==> src/rtl/timer_intr_gen.sv <==
// timer_intr_gen: 64-bit machine timer with prescaler, compare register and level interrupt.
// Single-beat bus slave; every request is acked on the following cycle.
module timer_intr_gen #(
    parameter int DW    = 32,
    parameter int ADDRW = 8,
    parameter int PSW   = 16
) (
    input  logic             clk_i,
    input  logic             rst_i,
    input  logic             req_i,
    input  logic             we_i,
    input  logic [ADDRW-1:0] addr_i,
    input  logic [DW-1:0]    wdata_i,
    output logic             ack_o,
    output logic [DW-1:0]    rdata_o,
    output logic             timer_irq_o
);
    localparam logic [ADDRW-3:0] W_MLO  = (ADDRW-2)'(0);
    localparam logic [ADDRW-3:0] W_MHI  = (ADDRW-2)'(1);
    localparam logic [ADDRW-3:0] W_CLO  = (ADDRW-2)'(2);
    localparam logic [ADDRW-3:0] W_CHI  = (ADDRW-2)'(3);
    localparam logic [ADDRW-3:0] W_CTRL = (ADDRW-2)'(4);
    localparam logic [ADDRW-3:0] W_PRES = (ADDRW-2)'(5);
    localparam logic [ADDRW-3:0] W_STAT = (ADDRW-2)'(6);

    logic [63:0]      mtime, mtimecmp;
    logic [PSW-1:0]   presc, pcnt;
    logic [31:0]      hi_shadow;
    logic             en, ie;
    logic [ADDRW-3:0] wi;
    logic             wr, rd, match, tick;
    logic [DW-1:0]    rd_val;

    assign wi    = addr_i[ADDRW-1:2];
    assign wr    = req_i & we_i;
    assign rd    = req_i & ~we_i;
    assign match = mtime >= mtimecmp;
    assign tick  = en & (pcnt == presc);

    always_comb begin
        rd_val = '0;
        case (wi)
            W_MLO:   rd_val = mtime[31:0];
            W_MHI:   rd_val = hi_shadow;
            W_CLO:   rd_val = mtimecmp[31:0];
            W_CHI:   rd_val = mtimecmp[63:32];
            W_CTRL:  rd_val = DW'({ie, en});
            W_PRES:  rd_val = DW'(presc);
            W_STAT:  rd_val = DW'(match);
            default: rd_val = '0;
        endcase
    end

    always_ff @(posedge clk_i) begin
        if (rst_i) begin
            mtime       <= '0;
            mtimecmp    <= '1;
            presc       <= '0;
            pcnt        <= '0;
            hi_shadow   <= '0;
            en          <= 1'b0;
            ie          <= 1'b0;
            ack_o       <= 1'b0;
            rdata_o     <= '0;
            timer_irq_o <= 1'b0;
        end else begin
            ack_o       <= req_i;
            rdata_o     <= rd ? rd_val : '0;
            timer_irq_o <= ie & match;
            if (rd && wi == W_MLO)
                hi_shadow <= mtime[63:32];
            // a bus write to either mtime half suppresses that cycle's increment
            if (wr && wi == W_MLO)
                mtime <= {mtime[63:32], wdata_i};
            else if (wr && wi == W_MHI)
                mtime <= {wdata_i, mtime[31:0]};
            else if (tick)
                mtime <= mtime + 64'd1;
            if (wr && wi == W_CLO)
                mtimecmp[31:0] <= wdata_i;
            if (wr && wi == W_CHI)
                mtimecmp[63:32] <= wdata_i;
            if (wr && wi == W_CTRL) begin
                en <= wdata_i[0];
                ie <= wdata_i[1];
            end
            if (wr && wi == W_PRES)
                presc <= wdata_i[PSW-1:0];
            if (wr && wi == W_PRES)
                pcnt <= '0;
            else if (en)
                pcnt <= tick ? '0 : pcnt + PSW'(1);
        end
    end
endmodule

==> config.mk <==
export PLATFORM = sky130hd
export DESIGN_NAME = timer_intr_gen
export DESIGN_NICKNAME = d
export VERILOG_FILES = /design/src/rtl/timer_intr_gen.sv
export SDC_FILE = /design/constraint.sdc
export NUM_CORES = 1
export LEC_CHECK = 0
export BUFFER_PORTS_ARGS = -buffer_cell sky130_fd_sc_hd__clkbuf_2
export CORE_ASPECT_RATIO = 0.7
export CORE_UTILIZATION = 65
export DETAILED_ROUTE_END_ITERATION = 8
export PLACE_DENSITY = 0.88
export SYNTH_ARGS = -nofsm -noshare
export SYNTH_HDL_FRONTEND = slang
export SYNTH_SLANG_ARGS = --single-unit
==> constraint.sdc <==
create_clock -name clk_i -period 4.6 [get_ports clk_i]
set_clock_uncertainty 0.2 [all_clocks]
set_input_delay 0.23 -clock clk_i [delete_from_list [all_inputs] [get_ports clk_i]]
set_output_delay 0.23 -clock clk_i [all_outputs]
set_load 0.01 [all_outputs]
Word level (Yosys, flattened, before mapping):

Cells that the tools add are included.
Widths: inputs -> output; s select.

* add/sub/neg operators: 2
* multiplexer cells: 5
* bitwise gates (word level): 7
* magnitude comparators: 1
* eq/ne operators: 8
* reduce and logical (&&, ||, !) cells: 14

Operator list (number)
* $pmux 32 s7: 1
* $mux 64: 2
* $add 64x1->64 const B: 1
* $ge 64x64->1: 1
* $mux 32: 1
* $eq 6x3->1 const B: 3
* $add 16x1->16 const B: 1
* $eq 16x16->1: 1
* $mux 16: 1
* $eq 6x2->1 const B: 2
* $logic_and 1x1->1: 7
* $eq 6x1->1 const B: 1
* $logic_not 6->1: 1
* $and 1x1->1: 4
* $reduce_and 2->1: 2
* $reduce_bool 2->1: 2
* $reduce_or 2->1: 2
* $not 1->1: 3
* $ne 2x2->1 const B: 1

* bits of input ports: 44
* logic and storage cells: 49
* register bits: 228
* output and inout port bits: 34

Longest topological paths before layout:

Gate-level depths: netlist of the first run.

* word-level depth: 5
* mapped depth: 10
* gate-level depth less buffers: 9

Least setup slack after synthesis of the first run:

No wires, ideal clock.

* kind: reg2reg
* start point: register pcnt[10]
* end point: register mtime[12]
* required time: 4309 ps
* buffers on the path: 2
* path slack: 2014 ps
* cell stages (with the launch flop): 9
* library setup time: 91 ps
* data arrival time: 2295 ps
* period minus slack after synthesis: 2586 ps
* cells stage by stage: dfxtp_1 -> buf_6 -> xnor2_2 -> nand4b_1 -> or3_4 -> or4_4 -> buf_6 -> or3_1 -> a311oi_1

* word-level cells in the longest chain between the ends: 4

RTL lines
* from (decl): RTL line 27 `logic [PSW-1:0] presc, pcnt;`
* from (signal assigned): RTL line 92 `pcnt <= tick ? '0 : pcnt + PSW'(1);`
* $eq 16x16->1: RTL line 38 `assign tick = en & (pcnt == presc);`
* $and 1x1->1: RTL line 38
* $reduce_bool 2->1 (no source line)
* $reduce_and 2->1 (no source line)
* to (signal assigned): RTL line 74 `mtime <= {mtime[63:32], wdata_i};`
* to (signal assigned): RTL line 76 `mtime <= {wdata_i, mtime[31:0]};`
* to (signal assigned): RTL line 78 `mtime <= mtime + 64'd1;`
* to (decl): RTL line 26 `logic [63:0] mtime, mtimecmp;`

No other way between the ends.
A chain may end at the register's enable or synchronous reset.

Worst setup path in the final report of the first run:

* start point: register mtime[13]
* end point: register mtime[44]

* word-level cells in the longest chain between the ends: 3

RTL lines
* $add 64x1->64: RTL line 78
* $mux 64: RTL line 77 `else if (tick)`
* $mux 64: RTL line 75 `else if (wr && wi == W_MHI)`

No other way between the ends. The select of a mux whose other input is x is not followed.

==> out/qor.yml, run 1 <==
route:
  drc_errors: 0
  wl_per_cell_microns: 21.95
  first_pass_iters: 9
  vias: 11980
  viasPerCell: 6.720
  wl_microns: 39140
  drtIter0Drc: 1838
  postRouteAntennaNets: 0
timing:
  finalHoldViolCount: 0
  slew-limit-headroom: 0.1877
  finalMaxSlewViolations: 0
  fmax_ghz: 0.2882
  tightestPinTransition_ns: 1.212
  tns_ns: 0
  min_period_over_period: 0.7544
  setup_viol: 0
  fin_crit_ns: 3.470
  fin_ws_ns: 1.130
  rsz0062_at_grt: "false"
critical_path:
  worstSetupPathType: "reg2reg"
  path_max_fanout: 7
  critPathRequiredTime_ns: 4.76
  cp-end-kind: "flip-flop"
  crit_arrival_ns: 3.63
  crit_path_start_kind: "flip-flop"
yosys:
  synth-xor-area-share: 0.04344
  syn_nets: 1588
  seq_area_frac_synth: 0.3782
  ys_seq_elements: 228
  synth-compound-area-share: 0.2144
  synthCells: 1478
  synth_top_family_by_area: "simple AND/OR/NAND/NOR gates"
  avgSynthCellArea_sq_um: 8.166
  syn_area_sq_um: 12070
  synth_adder_area_share: 0.06842
  synth_edf_count: 0
  synthSimpleGateAreaFrac: 0.2284
  ys_types: 86
  muxShareOfSynthArea: 0.005909
  synthFlopType: "dfxtp_1"
  async_flop_share: 0
  ys_warn_count: 0
clock_tree:
  cts_made_buffers: 23
  cts.repair.resized: 0
  cts_tree: "built"
  clockRootBuffer: "clkbuf_16"
  clk_pin_slew_ns: 0.06
  cts_htree_levels: 1
  clk_latency_ns: 0.52
  postCtsSetupBuffers: 0
  cts_hold_buffers: 34
  cts.sinks: 228
  cts_buffer_depth: 3
placement:
  gp_congestion: 0.9840
  dp_slack_ns: 1.292
  dp_hpwl_microns: 26730
  portBuffers: 75
  place_area_sq_um: 12490
pwr:
  p_seq_frac: 0.479
  switching_share: 0.2234
  cellLeakagePower_nw: 5.432
  power.switching_mw: 0.9275
  p_per_area_nw_per_um2: 305.0
  combPwrFrac: 0.043
  intPower_mw: 3.224
  ir_drop_v: 0.0003736
  clkPwrFrac: 0.478
floorplan:
  core_sq_um: 18110
  die_area_sq_um: 19130
  die_h_microns: 116.0
  rows: 41
  start_util: 0.6665
  dieWidth_microns: 164.9
  io_pins: 78
finish:
  seqCellArea_sq_um: 4564
  diodes: 0
  nNetsFinal: 1642
  nFillCells: 1315
  multi_input_area_sq_um: 6819
  area_delta_synth_final_pct: 12.76
  drive_gt1_frac: 0.1105
  design_area_sq_um: 13610
global_routing:
  grt_max_degree: 68
  grt_pass1_vias: 10840
  globalRouteOverflowTotal: 0
  grt.total_usage: 0.4071
  grt_pass1_wl_microns: 59700
  antenna_found_initial: 0
run_status:
  status: "complete, no violations"
run:
  drv_cap: 0
worst_hold_path:
  hold_path_class: "in2reg"
synth_stat cells (8+ instances only):
cell | count | area share
ha_1 | 66 | 0.068
and2_1 | 8 | 0.0041
xnor2_1 | 33 | 0.024
dfxtp_1 | 228 | 0.38
a311oi_1 | 10 | 0.0073
a22oi_1 | 17 | 0.011
a211oi_1 | 46 | 0.029
inv_1 | 70 | 0.022
and4_1 | 15 | 0.011
a21o_1 | 9 | 0.0056
o21ai_0 | 33 | 0.014
nand4_1 | 43 | 0.022
clkbuf_1 | 76 | 0.024
a21oi_1 | 91 | 0.038
nor3_1 | 20 | 0.0083
a222oi_1 | 16 | 0.013
nand3_1 | 43 | 0.018
a31oi_1 | 22 | 0.011
and3_1 | 12 | 0.0062
nor2_1 | 105 | 0.033
a22o_1 | 26 | 0.019
o211ai_1 | 66 | 0.041
xor2_1 | 25 | 0.018
nor4_1 | 10 | 0.0052
nand2_1 | 266 | 0.083
worst max-delay path, stage by stage, from the launching register on:
cell      delay (ns)
dfxtp_1         0.50
nand4_2         0.29
nor4_1          0.55
nor3b_1         0.76
nand2_1         0.30
or4b_1          0.52
o21ai_0         0.09
a211oi_1        0.10
cells by family (layout without fill, tap and decap cells):
group,Yosys count,count (layout)
DFF,228,228
xor gates and xnor gates,59,59
adders and majority gates,66,66
AOI/OAI and AO/OA,373,373
buffers and inverters,174,243
muxes,7,7
and+or+nand+nor,571,571
path summary, 6_finish.rpt:
path,start,to,slack (ns),cells after the start
min reg2reg,hi_shadow[19],hi_shadow[19],0.25,2
max,mtime[13],mtime[44],1.13,7
max reg2reg,mtime[13],mtime[44],1.13,7
min,addr_i[7],ie,0.06,5
stage by stage:
| step | hold WS [ns] | cells | power [mW] | utilization |
|---|---|---|---|---|
| floorplan | 0.1540 | 1478 | 2.096 | - |
| global placement | 0.2373 | 1709 | 2.174 | 0.6896 |
| CTS | 0.02783 | 1783 | 4.133 | 0.7515 |
| detailed placement | 0.2442 | 1709 | 2.175 | 0.6896 |
| global route | 0.07011 | 1783 | 4.242 | 0.7515 |
| finish | 0.05796 | 1783 | 4.151 | 0.7515 |
routing by layer:
metal  global-route usage  vias to the layer above  part of all wire
met5                    0                        -                 0
met4               0.1339                        0             0.029
met3               0.1439                      104              0.16
met2               0.5706                      843              0.41
met1               0.5767                     5597              0.40
li1                     -                     5437                 -
power by group through the flow:
| stage | combinational [mW] | clock, mW | sequential (mW) |
|---|---|---|---|
| after floorplan | 0.0681 | 0 | 2.03 |
| after global placement | 0.144 | 0 | 2.03 |
| after detailed placement | 0.145 | 0 | 2.03 |
| after CTS | 0.167 | 1.98 | 1.99 |
| after global routing | 0.182 | 2.07 | 1.99 |
| final | 0.179 | 1.99 | 1.99 |
placed cells by master (no fill, tap or decap), types with 23 or more instances in the layout:
cell	instances
a211oi_1	46
a21oi_1	91
a22o_1	26
clkbuf_16	23
clkbuf_2	74
dfxtp_1	228
dlygate4sd3_1	34
ha_1	66
inv_1	70
nand2_1	265
nand3_1	42
nand4_1	43
nor2_1	105
o211ai_1	66
o21ai_0	33
xnor2_1	33
xor2_1	25
layout make-up:
cell class,instances,share of cell area
inverter,73,0.02013
timing repair buffer,130,0.06436
clock buffer,31,0.04670
tap,236,0.02170
sequential,228,0.3354
clock inverter,9,0.01066
multi-input combinational,1076,0.5011
flip-flops by register name (all words and copies together) (netlist names):
signal	flops
mtimecmp	64
rdata_o	32
presc	16
hi_shadow	32
timer_irq_o	1
ack_o	1
en	1
ie	1
mtime	64
pcnt	16
No activity file was read; power rests on OpenSTA's default activity.
==> inputs of run 2 (changes only) <==
CORE_UTILIZATION = 61   (was 65)
PLACE_DENSITY = 0.83   (was 0.88)
clock period = 3.5 ns   (was 4.6 ns; I/O delays follow)
==> run 2 against run 1 <==
  * Sequential power is 31% higher
  * Critical endpoint is now mtime[15]
  * Critical path type unchanged
  * Utilization is 3.2 points lower
  * Final area is 1.1% higher
==> out/qor.yml, run 2 (same netlist as run 1, synthesis figures left out) <==
placement:
  dp_slack_ns: 0.6322  # -0.6598 ns
  portBuffers: 75  # unchanged
  dpl.cell_count: 1755  # +2.7%
  gp_congestion: 1.013  # +3.0%
  dp_hpwl_microns: 27670  # +3.5%
clock_tree:
  cts_buffer_depth: 3  # unchanged
  cts_tree: "built"
  clk_latency_ns: 0.52  # about the same
  cts_hold_buffers: 36  # +5.9%
  cts_made_buffers: 23  # unchanged
  cts_htree_levels: 1  # unchanged
  cts.repair.resized: 0  # unchanged
  postCtsSetupBuffers: 0  # unchanged
  cts.sinks: 228  # unchanged
  clockRootBuffer: "clkbuf_16"
  clk_pin_slew_ns: 0.07  # about the same
floorplan:
  die_h_microns: 119.7  # +3.2%
  start_util: 0.6310  # -0.03553
  rows: 42  # +2.4%
  die_area_sq_um: 20360  # +6.5%
  core_sq_um: 19130  # +5.6%
  dieWidth_microns: 170.1  # +3.2%
  io_pins: 78  # unchanged
global_routing:
  grt_pass1_wl_microns: 61640  # +3.2%
  grt_max_degree: 73  # +7.4%
  antenna_found_initial: 0  # unchanged
  grt_pass1_vias: 11210  # +3.4%
  globalRouteOverflowTotal: 0  # unchanged
  grt.total_usage: 0.3900  # -0.01708
route:
  wl_microns: 39610  # +1.2%
  viasPerCell: 6.641  # -1.2%
  first_pass_iters: 7  # -2
  wl_per_cell_microns: 21.62  # -1.5%
  drtIter0Drc: 1874  # +2.0%
  postRouteAntennaNets: 0  # unchanged
  vias: 12170  # +1.5%
  drc_errors: 0  # unchanged
pwr:
  intPower_mw: 4.012  # +24%
  combPwrFrac: 0.046  # +0.003
  power.switching_mw: 1.224  # +32%
  finalPower_mw: 5.236  # +26%
  p_seq_frac: 0.498  # +0.019
  cellLeakagePower_nw: 5.498  # +1.2%
  switching_share: 0.2337  # +0.01026
  clkPwrFrac: 0.455  # -0.023
  ir_drop_v: 0.0002920  # -22%
  p_per_area_nw_per_um2: 380.5  # +25%
finish:
  drive_gt1_frac: 0.1193  # +0.008724
  diodes: 0  # unchanged
  nFillCells: 1530  # +16%
  area_delta_synth_final_pct: 14.02
  layout_common_cells: "nand2_1 (265), dfxtp_1 (228), nor2_1 (105)"
  reg_top3: "mtime: 64 flops, mtimecmp: 64 flops"
  multi_input_area_sq_um: 6819  # unchanged
  utilization: 0.7194  # -0.03215
  seqCellArea_sq_um: 4564  # unchanged
  nNetsFinal: 1662  # +1.2%
  fin_cells: 1832  # +2.7%
  final_common_cell: "nand2_1"
timing:
  fin_crit_ns: 3.024  # -0.4463 ns
  min_period_over_period: 0.8640  # +0.1096
  rsz0062_at_grt: "false"
  slew-limit-headroom: 0.3557  # +0.1680
  finalMaxSlewViolations: 0  # unchanged
  fmax_ghz: 0.3307  # +15%
  setup_viol: 0  # unchanged
  tns_ns: 0  # unchanged
  finalHoldViolCount: 0  # unchanged
  tightestPinTransition_ns: 0.9641  # -0.2477 ns
  fin_ws_ns: 0.4759  # -0.6537 ns
critical_path:
  cp-end-kind: "flip-flop"
  worstSetupPathType: "reg2reg"
  crit_arrival_ns: 3.24  # -0.39 ns
  critPathRequiredTime_ns: 3.72  # -1.04 ns
  path_max_fanout: 5  # -2
  crit_path_start_kind: "flip-flop"
run_status:
  status: "complete, no violations"
worst_hold_path:
  hold_path_class: "in2reg"
run:
  drv_cap: 0  # unchanged
run 2: changes by cell type in the layout (fill, tap and decap cells not counted), sizes merged:
cell         previous run  this run
buf                    22        40
bufinv                  4         1
clkbuf                105       107
clkinv                  5         6
clkinvlp                0         1
dlygate4sd3            34        36
run 2: power groups by stage:
stage | Clock [mW] | Sequential [mW] | Combinational [mW]
floorplan | 0 | 2.67 | 0.0895
global placement | 0 | 2.67 | 0.195
finish | 2.38 | 2.61 | 0.242
global route | 2.50 | 2.61 | 0.246
CTS | 2.38 | 2.61 | 0.228
detailed placement | 0 | 2.67 | 0.197
run 2: per-layer routing:
layer  up-vias  GRT usage  part of all wire
met1      5697     0.5613              0.41
met2       850     0.5394              0.40
met5         -          0                 0
met4         0     0.1357             0.033
met3       132     0.1263              0.16
li1       5487          -                 -
run 2: final timing paths:
| check | start | to | slack (ns) | cells after the start |
|---|---|---|---|---|
| min | we_i | presc[2] | 0.06 | 5 |
| max | pcnt[13] | mtime[15] | 0.48 | 7 |
| max reg2reg | pcnt[13] | mtime[15] | 0.48 | 7 |
| min reg2reg | hi_shadow[19] | hi_shadow[19] | 0.25 | 2 |
run 2: area by class of cell:
cell class,instances,area share
Multi-Input combinational cell,1076,0.4955
Sequential cell,228,0.3317
Timing Repair Buffer,150,0.07765
Clock buffer,33,0.04601
Tap cell,264,0.02400
Inverter,73,0.01991
Clock inverter,8,0.005183
run 2: worst max-delay path: stages, from the launching register on:
cell	delay, ns
dfxtp_1	0.34
xnor2_1	0.31
nand4b_1	0.20
nor3_1	0.55
nand3_1	0.42
nor4_1	0.54
xnor2_1	0.13
a211oi_1	0.26
run 2: through the flow:
stage,hold WS [ns],instance area [sq um]
6_report,0.06201,13760
5_1_grt,0.1118,13760
4_1_cts,0.04550,13760
3_5_place_dp,0.2457,12700
3_3_place_gp,0.2372,12700
2_1_floorplan,0.09897,12070
==> inputs of run 3 (changes only) <==
MAX_ROUTING_LAYER = met4   (was not set)
clock period = 3.2 ns   (was 3.5 ns; I/O delays follow)
==> run 3 against run 2 <==
  * Maximum frequency increased by 2.2%
  * Clock power increased by 9.7%
  * Die area unchanged
  * Worst hold slack got worse by 0.045 ns
  * Sequential share of layout area decreased by 0.29 points
  * Sequential cell count unchanged
  * Count of clock-buffer cells in the layout unchanged
  * Sequential power increased by 9.2%
  * Critical path type unchanged
  * Largest cell class unchanged
==> out/qor.yml, run 3 (same netlist as run 1, synthesis figures left out) <==
route:
  wl_microns: 39880  # +0.68%
  viasPerCell: 6.542  # -1.5%
  drtIter0Drc: 1649  # -12%
  vias: 12100  # -0.58%
  first_pass_iters: 7  # unchanged
  postRouteAntennaNets: 0  # unchanged
  wl_per_cell_microns: 21.57  # -0.24%
  drc_errors: 0  # unchanged
timing:
  rsz0062_at_grt: "false"
  setup_viol: 0  # unchanged
  tns_ns: 0  # unchanged
  finalMaxSlewViolations: 0  # unchanged
  fmax_ghz: 0.3378  # +2.2%
  min_period_over_period: 0.9250  # +0.06099
  fin_crit_ns: 2.960  # -0.06405 ns
  finalHoldViolCount: 0  # unchanged
  slew-limit-headroom: 0.3977  # +0.04191
  tightestPinTransition_ns: 0.9035  # -0.06053 ns
finish:
  drive_gt1_frac: 0.1288  # +0.009528
  nNetsFinal: 1679  # +1.0%
  design_area_sq_um: 13880  # +0.89%
  area_delta_synth_final_pct: 15.03
  reg_top3: "mtime: 64 flops, mtimecmp: 64 flops"
  final_common_cell: "nand2_1"
  layout_common_cells: "nand2_1 (265), dfxtp_1 (228), nor2_1 (105)"
  fin_cells: 1849  # +0.93%
placement:
  dpl.cell_count: 1772  # +0.97%
  dp_hpwl_microns: 28040  # +1.3%
  portBuffers: 75  # unchanged
  gp_congestion: 1.008  # -0.56%
  place_area_sq_um: 12810  # +0.91%
pwr:
  intPower_mw: 4.406  # +9.8%
  clkPwrFrac: 0.456  # about the same
  ir_drop_v: 0.0003291  # +13%
  combPwrFrac: 0.046  # about the same
  switching_share: 0.2310  # -0.002720
  p_seq_frac: 0.498  # about the same
  cellLeakagePower_nw: 5.591  # +1.7%
  power.switching_mw: 1.323  # +8.2%
  p_per_area_nw_per_um2: 412.7  # +8.5%
global_routing:
  antenna_found_initial: 1  # +1
  grt_pass1_wl_microns: 62800  # +1.9%
  grt_max_degree: 72  # -1.4%
  globalRouteOverflowTotal: 0  # unchanged
  grt_pass1_vias: 11320  # +1.0%
  grt.total_usage: 0.4069  # +0.01691
floorplan:
  die_area_sq_um: 20360  # unchanged
  start_util: 0.6310  # unchanged
  rows: 42  # unchanged
  dieWidth_microns: 170.1  # unchanged
  die_h_microns: 119.7  # unchanged
  io_pins: 78  # unchanged
  core_sq_um: 19130  # unchanged
clock_tree:
  clk_pin_slew_ns: 0.06  # about the same
  cts_tree: "built"
  cts_made_buffers: 23  # unchanged
  clockRootBuffer: "clkbuf_16"
  cts.sinks: 228  # unchanged
  cts_htree_levels: 1  # unchanged
  clk_latency_ns: 0.52  # about the same
  cts.repair.resized: 0  # unchanged
  cts_buffer_depth: 3  # unchanged
critical_path:
  path_max_fanout: 8  # +3
  worstSetupPathType: "reg2reg"
  cp-end-kind: "flip-flop"
  crit_path_start_kind: "flip-flop"
  crit_arrival_ns: 3.12  # -0.12 ns
  rr_worst_depth: 8  # +1
  critPathRequiredTime_ns: 3.36  # -0.36 ns
run:
  drv_cap: 0  # unchanged
worst_hold_path:
  hold_path_class: "in2reg"
  hold_path_depth: 4  # -1
run_status:
  status: "complete, no violations"
[run 3: cell count changes in the layout (fill, tap and decap cells not counted), sizes merged]
cell and delta:
diode +1, clkinv -2, buf +17, inv +1
[run 3: final timing paths]
path	from	to	slack (ns)
hold reg to reg	hi_shadow[4]	hi_shadow[4]	0.25
hold / removal	addr_i[2]	rdata_o[0]	0.02
setup reg to reg	mtime[12]	mtime[44]	0.24
setup / recovery	mtime[12]	mtime[44]	0.24
[run 3: power groups by stage]
stage	combinational (mW)	clock, mW	sequential (mW)
after global placement	0.214	0	2.92
after floorplan	0.0979	0	2.92
final	0.265	2.61	2.85
after CTS	0.250	2.62	2.85
after detailed placement	0.214	0	2.92
after global routing	0.273	2.74	2.85
[run 3: timing repair]
item                                   4_1_cts  5_1_grt
endpoints found under the hold margin      156        0
hold buffers                                36        0
buffers inserted                             0        0
[run 3: cell type report]
type | instances | area, sq um
multi-input combinational | 1076 | 6819
sequential | 228 | 4564
clock buffer | 33 | 643.1
timing repair buffer | 167 | 1184
antenna | 1 | 2.502
tap | 264 | 330.3
inverter | 73 | 274.0
clock inverter | 7 | 66.31
fill | 1530 | 5245
[run 3: critical path, cell delays in order (launching register included)]
cell and delay, ns:
dfxtp_1 0.46, nand4_2 0.25, nor4_1 0.56, nor3b_1 0.31, buf_4 0.22, nand2_1 0.14
or4b_1 0.49, o21ai_0 0.09, a211oi_1 0.09
[run 3: layer usage]
layer | vias to the layer above | wire [microns] | global-route usage
met1 | 5668 | 16700 | 0.5741
met2 | 805 | 16190 | 0.5605
li1 | 5517 | - | -
met3 | 106 | 5886 | 0.1138
met5 | - | 0 | -
met4 | 0 | 1114 | 0.1188
[run 3: stage by stage]
step                total power, mW  hold slack (ns)  setup slack (ns)  utilization
finish                        5.730          0.01690            0.2399       0.7258
global route                  5.861          0.05347           0.03358       0.7258
CTS                           5.723         0.004675            0.3306       0.7257
detailed placement            3.132           0.2452            0.3457       0.6697
global placement              3.131           0.2370            0.4330       0.6697
floorplan                     3.014          0.08397            0.6141            -
